## src/rtl/vga_timing_pkg.sv

```systemverilog
// vga_timing_pkg: shared widths, defaults and control-state encoding for the VGA timing delay line
package vga_timing_pkg;
  localparam int HW_DEF = 11;
  localparam int VW_DEF = 11;
  localparam int RGB_W_DEF = 12;
  localparam logic SYNC_IDLE_DEF = 1'b0;
  typedef enum logic [1:0] {RUN, PENDING, FLUSH} state_t;
  function automatic int timing_w(input int hw, input int vw);
    return 4 + hw + vw;
  endfunction
  localparam int TIMING_W = timing_w(HW_DEF, VW_DEF);
endpackage

```

## src/rtl/sync_delay_line.sv

```systemverilog
// sync_delay_line: WIDTH x DEPTH shift register with synchronous clear and runtime tap select
module sync_delay_line #(
  parameter int WIDTH = 8,
  parameter int DEPTH = 4,
  localparam int TW = DEPTH > 1 ? $clog2(DEPTH) : 1
) (
  input  logic             pclk,
  input  logic             clr,
  input  logic [WIDTH-1:0] d,
  input  logic [TW-1:0]    tap,
  output logic [WIDTH-1:0] q
);
  logic [WIDTH-1:0] sr [DEPTH];
  always_ff @(posedge pclk)
    if (clr) sr <= '{default: '0};
    else begin
      sr[0] <= d;
      for (int i = 1; i < DEPTH; i++) sr[i] <= sr[i-1];
    end
  assign q = sr[tap];
endmodule

```

## src/rtl/vga_sync_delay.sv

```systemverilog
// vga_sync_delay: runtime-selectable delay of the VGA timing bundle, switched only at frame starts
module vga_sync_delay
  import vga_timing_pkg::*;
#(
  parameter int MAX_DELAY = 8,
  parameter int DEFAULT_DELAY = 3,
  parameter int RGB_DELAY = 1,
  parameter int HW = HW_DEF,
  parameter int VW = VW_DEF,
  parameter int RGB_W = RGB_W_DEF,
  parameter int RGB_MASK = 1,
  parameter logic SYNC_IDLE = SYNC_IDLE_DEF,
  localparam int DW = $clog2(MAX_DELAY + 1)
) (
  input  logic             pclk,
  input  logic             rst,
  input  logic             vs_in,
  input  logic             hs_in,
  input  logic             hblnk_in,
  input  logic             vblnk_in,
  input  logic [HW-1:0]    hcount_in,
  input  logic [VW-1:0]    vcount_in,
  input  logic [RGB_W-1:0] rgb_in,
  input  logic [DW-1:0]    delay_sel,
  input  logic             delay_load,
  output logic             vs_out,
  output logic             hs_out,
  output logic             hblnk,
  output logic             vblnk,
  output logic [HW-1:0]    hcount,
  output logic [VW-1:0]    vcount,
  output logic [RGB_W-1:0] rgb_out,
  output logic [DW-1:0]    cur_delay,
  output logic             locked
);
  localparam int BW = timing_w(HW, VW);
  localparam int TAPW = $clog2(MAX_DELAY);
  localparam int RTW = RGB_DELAY > 1 ? $clog2(RGB_DELAY) : 1;
  state_t state, state_n;
  logic [DW-1:0] cur_n, cnt, cnt_n, pend, pend_n, sel_c;
  logic pflag, pflag_n, vs_d, frame_edge, masked;
  logic [TAPW-1:0] tap;
  logic [BW-1:0] tq;
  logic [RGB_W-1:0] rgb_q;
  logic vs_t, hs_t, hb_t, vb_t;
  logic [HW-1:0] hc_t;
  logic [VW-1:0] vc_t;
  assign sel_c = delay_sel == '0 ? DW'(1) : (delay_sel > DW'(MAX_DELAY) ? DW'(MAX_DELAY) : delay_sel);
  assign frame_edge = vs_in & ~vs_d;
  always_comb begin
    state_n = state;
    cur_n = cur_delay;
    cnt_n = cnt;
    pend_n = pend;
    pflag_n = pflag;
    case (state)
      RUN: if (delay_load && sel_c != cur_delay) begin
        pend_n = sel_c;
        state_n = PENDING;
      end
      PENDING: begin
        pend_n = delay_load ? sel_c : pend;
        if (delay_load && sel_c == cur_delay) state_n = RUN;
        else if (frame_edge) begin
          cur_n = pend_n;
          cnt_n = pend_n;
          state_n = FLUSH;
        end
      end
      FLUSH: begin
        if (delay_load) begin
          pend_n = sel_c;
          pflag_n = sel_c != cur_delay;
        end
        cnt_n = cnt - DW'(1);
        if (cnt == DW'(1)) begin
          state_n = pflag_n ? PENDING : RUN;
          pflag_n = 1'b0;
        end
      end
      default: state_n = FLUSH;
    endcase
  end
  always_ff @(posedge pclk)
    if (rst) begin
      state <= FLUSH;
      cur_delay <= DW'(DEFAULT_DELAY);
      cnt <= DW'(DEFAULT_DELAY);
      pend <= DW'(DEFAULT_DELAY);
      pflag <= 1'b0;
      vs_d <= 1'b0;
    end else begin
      state <= state_n;
      cur_delay <= cur_n;
      cnt <= cnt_n;
      pend <= pend_n;
      pflag <= pflag_n;
      vs_d <= vs_in;
    end
  assign tap = TAPW'(cur_delay - DW'(1));
  sync_delay_line #(.WIDTH(BW), .DEPTH(MAX_DELAY)) u_timing (
    .pclk(pclk),
    .clr (rst),
    .d   ({vs_in, hs_in, hblnk_in, vblnk_in, hcount_in, vcount_in}),
    .tap (tap),
    .q   (tq)
  );
  sync_delay_line #(.WIDTH(RGB_W), .DEPTH(RGB_DELAY)) u_rgb (
    .pclk(pclk),
    .clr (rst),
    .d   (rgb_in),
    .tap (RTW'(RGB_DELAY - 1)),
    .q   (rgb_q)
  );
  assign {vs_t, hs_t, hb_t, vb_t, hc_t, vc_t} = tq;
  assign masked = state == FLUSH;
  assign locked = ~masked;
  assign vs_out = masked ? SYNC_IDLE : vs_t;
  assign hs_out = masked ? SYNC_IDLE : hs_t;
  assign hblnk = masked | hb_t;
  assign vblnk = masked | vb_t;
  assign hcount = masked ? '0 : hc_t;
  assign vcount = masked ? '0 : vc_t;
  assign rgb_out = (masked || (RGB_MASK != 0 && (hblnk || vblnk))) ? '0 : rgb_q;
endmodule
```

## config.mk

```make
export PLATFORM = sky130hd
export DESIGN_NAME = vga_sync_delay
export DESIGN_NICKNAME = d
export VERILOG_FILES = /design/src/rtl/vga_timing_pkg.sv /design/src/rtl/sync_delay_line.sv /design/src/rtl/vga_sync_delay.sv
export SDC_FILE = /design/constraint.sdc
export NUM_CORES = 1
export LEC_CHECK = 0
export CAP_MARGIN = 30
export CORE_ASPECT_RATIO = 1.75
export CORE_UTILIZATION = 61
export CTS_CLUSTER_SIZE = 28
export DETAILED_ROUTE_END_ITERATION = 8
export HOLD_SLACK_MARGIN = 0.12
export PLACE_DENSITY_LB_ADDON = 0.08
export SYNTH_ARGS = -nofsm -noshare
export SYNTH_HDL_FRONTEND = slang
export SYNTH_HIERARCHICAL = 1
export SYNTH_SLANG_ARGS = --single-unit
```

## constraint.sdc

```tcl
create_clock -name pclk -period 5.48 [get_ports pclk]
set_input_delay 1.096 -clock pclk [delete_from_list [all_inputs] [get_ports pclk]]
set_output_delay 1.096 -clock pclk [all_outputs]
set_load 0.01 [all_outputs]
```

==> flow_summary.yaml <==
route:
  detail_route.wl_per_cell_um: 16.4
  vias: 5404
  vias_per_cell: 5.43
  first_iter_violations: 160
  final_antenna_net_count: 0
  wirelength_mm: 16.3
  dr.pass1.iters: 5
  drc: 0
hold_path:
  hold_depth: 1
  min_path_type: "reg2reg"
synthesis:
  syn_inst: 731
  syn_area_um2: 9000
  yosys_warnings: 6
  avgSynthCellArea_um2: 12.3
  syn_nets: 783
cts:
  post_cts_buffers: 0
  cts.sinks: 236
  numCtsBuffers: 21
  cts_hold_buffers: 0
  clk_path_buf_depth: 3
  root_buffer: "clkbuf_16"
  clock_latency_ns: 0.50
  post_cts_resized: 0
  cts_tree: "built"
  clk_pin_slew_ns: 0.06
  htreeDepth: 1
critical_path:
  cp.required_ns: 4.38
  reg2reg_slack_ns: 3.10
  startpoint_type: "flop"
  reg2reg_to: "state[1]"
  arrival_ns: 3.77
  rr_worst_depth: 6
  slowest_stage: "nor2_1"
  path_cells: "inv_2 -> ha_1 -> xor2_4 -> mux4_1 -> mux2_2 -> or2_2 -> nor2_1 -> and2_1 -> clkdlybuf4s50_1"
  crit_start: "cur_delay[0]"
  crit_path_end_kind: "primary output"
  r2r_start: "state[0]"
  path_class: "reg2out"
  path_max_fanout: 12
  crit_end: "rgb_out[4]"
  cpPeakStageDelay_ns: 0.54
floorplanning:
  fp.coreArea_um2: 14400
  num_rows: 58
  dieArea_um2: 15300
  initial_core_util_pct: 62.6
  io_pins: 88
  die_y_um: 163
  die_w_um: 93.8
placement:
  gp_congestion: 0.807
  dp_slack_ns: 1.10
  dp_cells: 957
  hpwl_mm: 10.2
  portBuffers: 87
layout:
  nets: 853
  diodes: 0
  drive_above_1_share_pct: 12.1
  layout_commonest_cell: "nor2b_1"
  fin_cells: 995
  area_growth_pct: 18.6
  final_cell_mix: "nor2b_1, dfxtp_1, clkdlybuf4s50_1, mux4_1, mux2_2"
timing:
  rsz0062_at_grt: "false"
  fin_setup_tns_ns: 0
  tightest_slew_ns: 0.828
  slew_headroom_pct: 44.8
  hold_violations: 0
  fin_skew_ns: 0.0170
  slew_viol_final: 0
  setup_ws_ns: 0.614
  finalCritPeriodShare_pct: 88.8
  clock.fmax_mhz: 206
  finalSetupViolations: 0
  period_needed_ns: 4.87
job:
  cap_violations: 0
global_routing:
  grtUsageTotal_pct: 21.9
  grt_pass1_vias: 5727
  grt_pass1_wl_mm: 26.7
  grt_max_degree: 150
  grt_overflow: 0
  antenna_found_initial: 0
power:
  leakagePower_uw: 0.00422
  vdd_drop_max_mv: 0.344
  p_per_area_nw_per_um2: 369
status:
  status: "complete, no violations"
## worst min-delay path by stage
stage	start	endpoint	slack, ns
3_5_place_dp	u_timing/sr[163]	u_timing/sr[137]	0.44
5_1_grt	u_timing/sr[62]	u_timing/sr[36]	0.47
4_1_cts	u_timing/sr[160]	u_timing/sr[134]	0.45
2_1_floorplan	pflag	pflag	0.43
3_3_place_gp	u_timing/sr[174]	u_timing/sr[148]	0.44
6_report	u_timing/sr[160]	u_timing/sr[134]	0.45
## sequential cells by signal, summed over array words and instances, names as in the netlist
signal       count
cnt              4
cur_delay        4
pend             4
pflag            1
state            2
u_rgb/sr        12
u_timing/sr    208
vs_d             1
## worst max-delay path: cells and delay by family (launching register included)
kind	cells	cell delay [ns]
AND/OR/NAND/NOR	3	1.05
XOR/XNOR	1	0.33
multiplexers	2	0.61
buffers and inverters	2	0.60
adder cells (fa/ha/maj)	1	0.25
flip-flops	1	0.44
## where the power goes
group          total [uW]  switching, uW  leakage [uW]  internal (uW)
combinational         615            329       0.00194            286
sequential           1820           35.9       0.00192           1780
clock                1510            610      0.000357            901
total                3940            975       0.00422           2970
## stage by stage
stage / power, uW / util, % / instance area, um^2 / hold slack (ns)
detailed placement: 2470 / 69.1 / 9930 / 0.442
floorplan: 2250 / - / 9000 / 0.427
CTS: 3980 / 74.1 / 10600 / 0.453
global placement: 2450 / 69.1 / 9930 / 0.436
finish: 3940 / 74.3 / 10700 / 0.450
global route: 4110 / 74.3 / 10700 / 0.469
## per-layer routing
layer / vias to the layer above / global-route usage (%) / share of wire [%]
met2: 120 / 40.5 / 53
met5: - / 0 / 0
met4: 0 / 7.06 / 2.4
li1: 2639 / - / -
met3: 31 / 3.41 / 4.0
met1: 2614 / 25.5 / 41
## cell type report
class	instances	area, um^2
clock buffers	27	588
clock inverters	10	131
fillers	977	3700
inverters	11	41.3
multi-input cells	436	4010
flip-flops and latches	236	4720
well taps	180	225
repair buffers	95	952
Power figures use the tool's default switching activity.
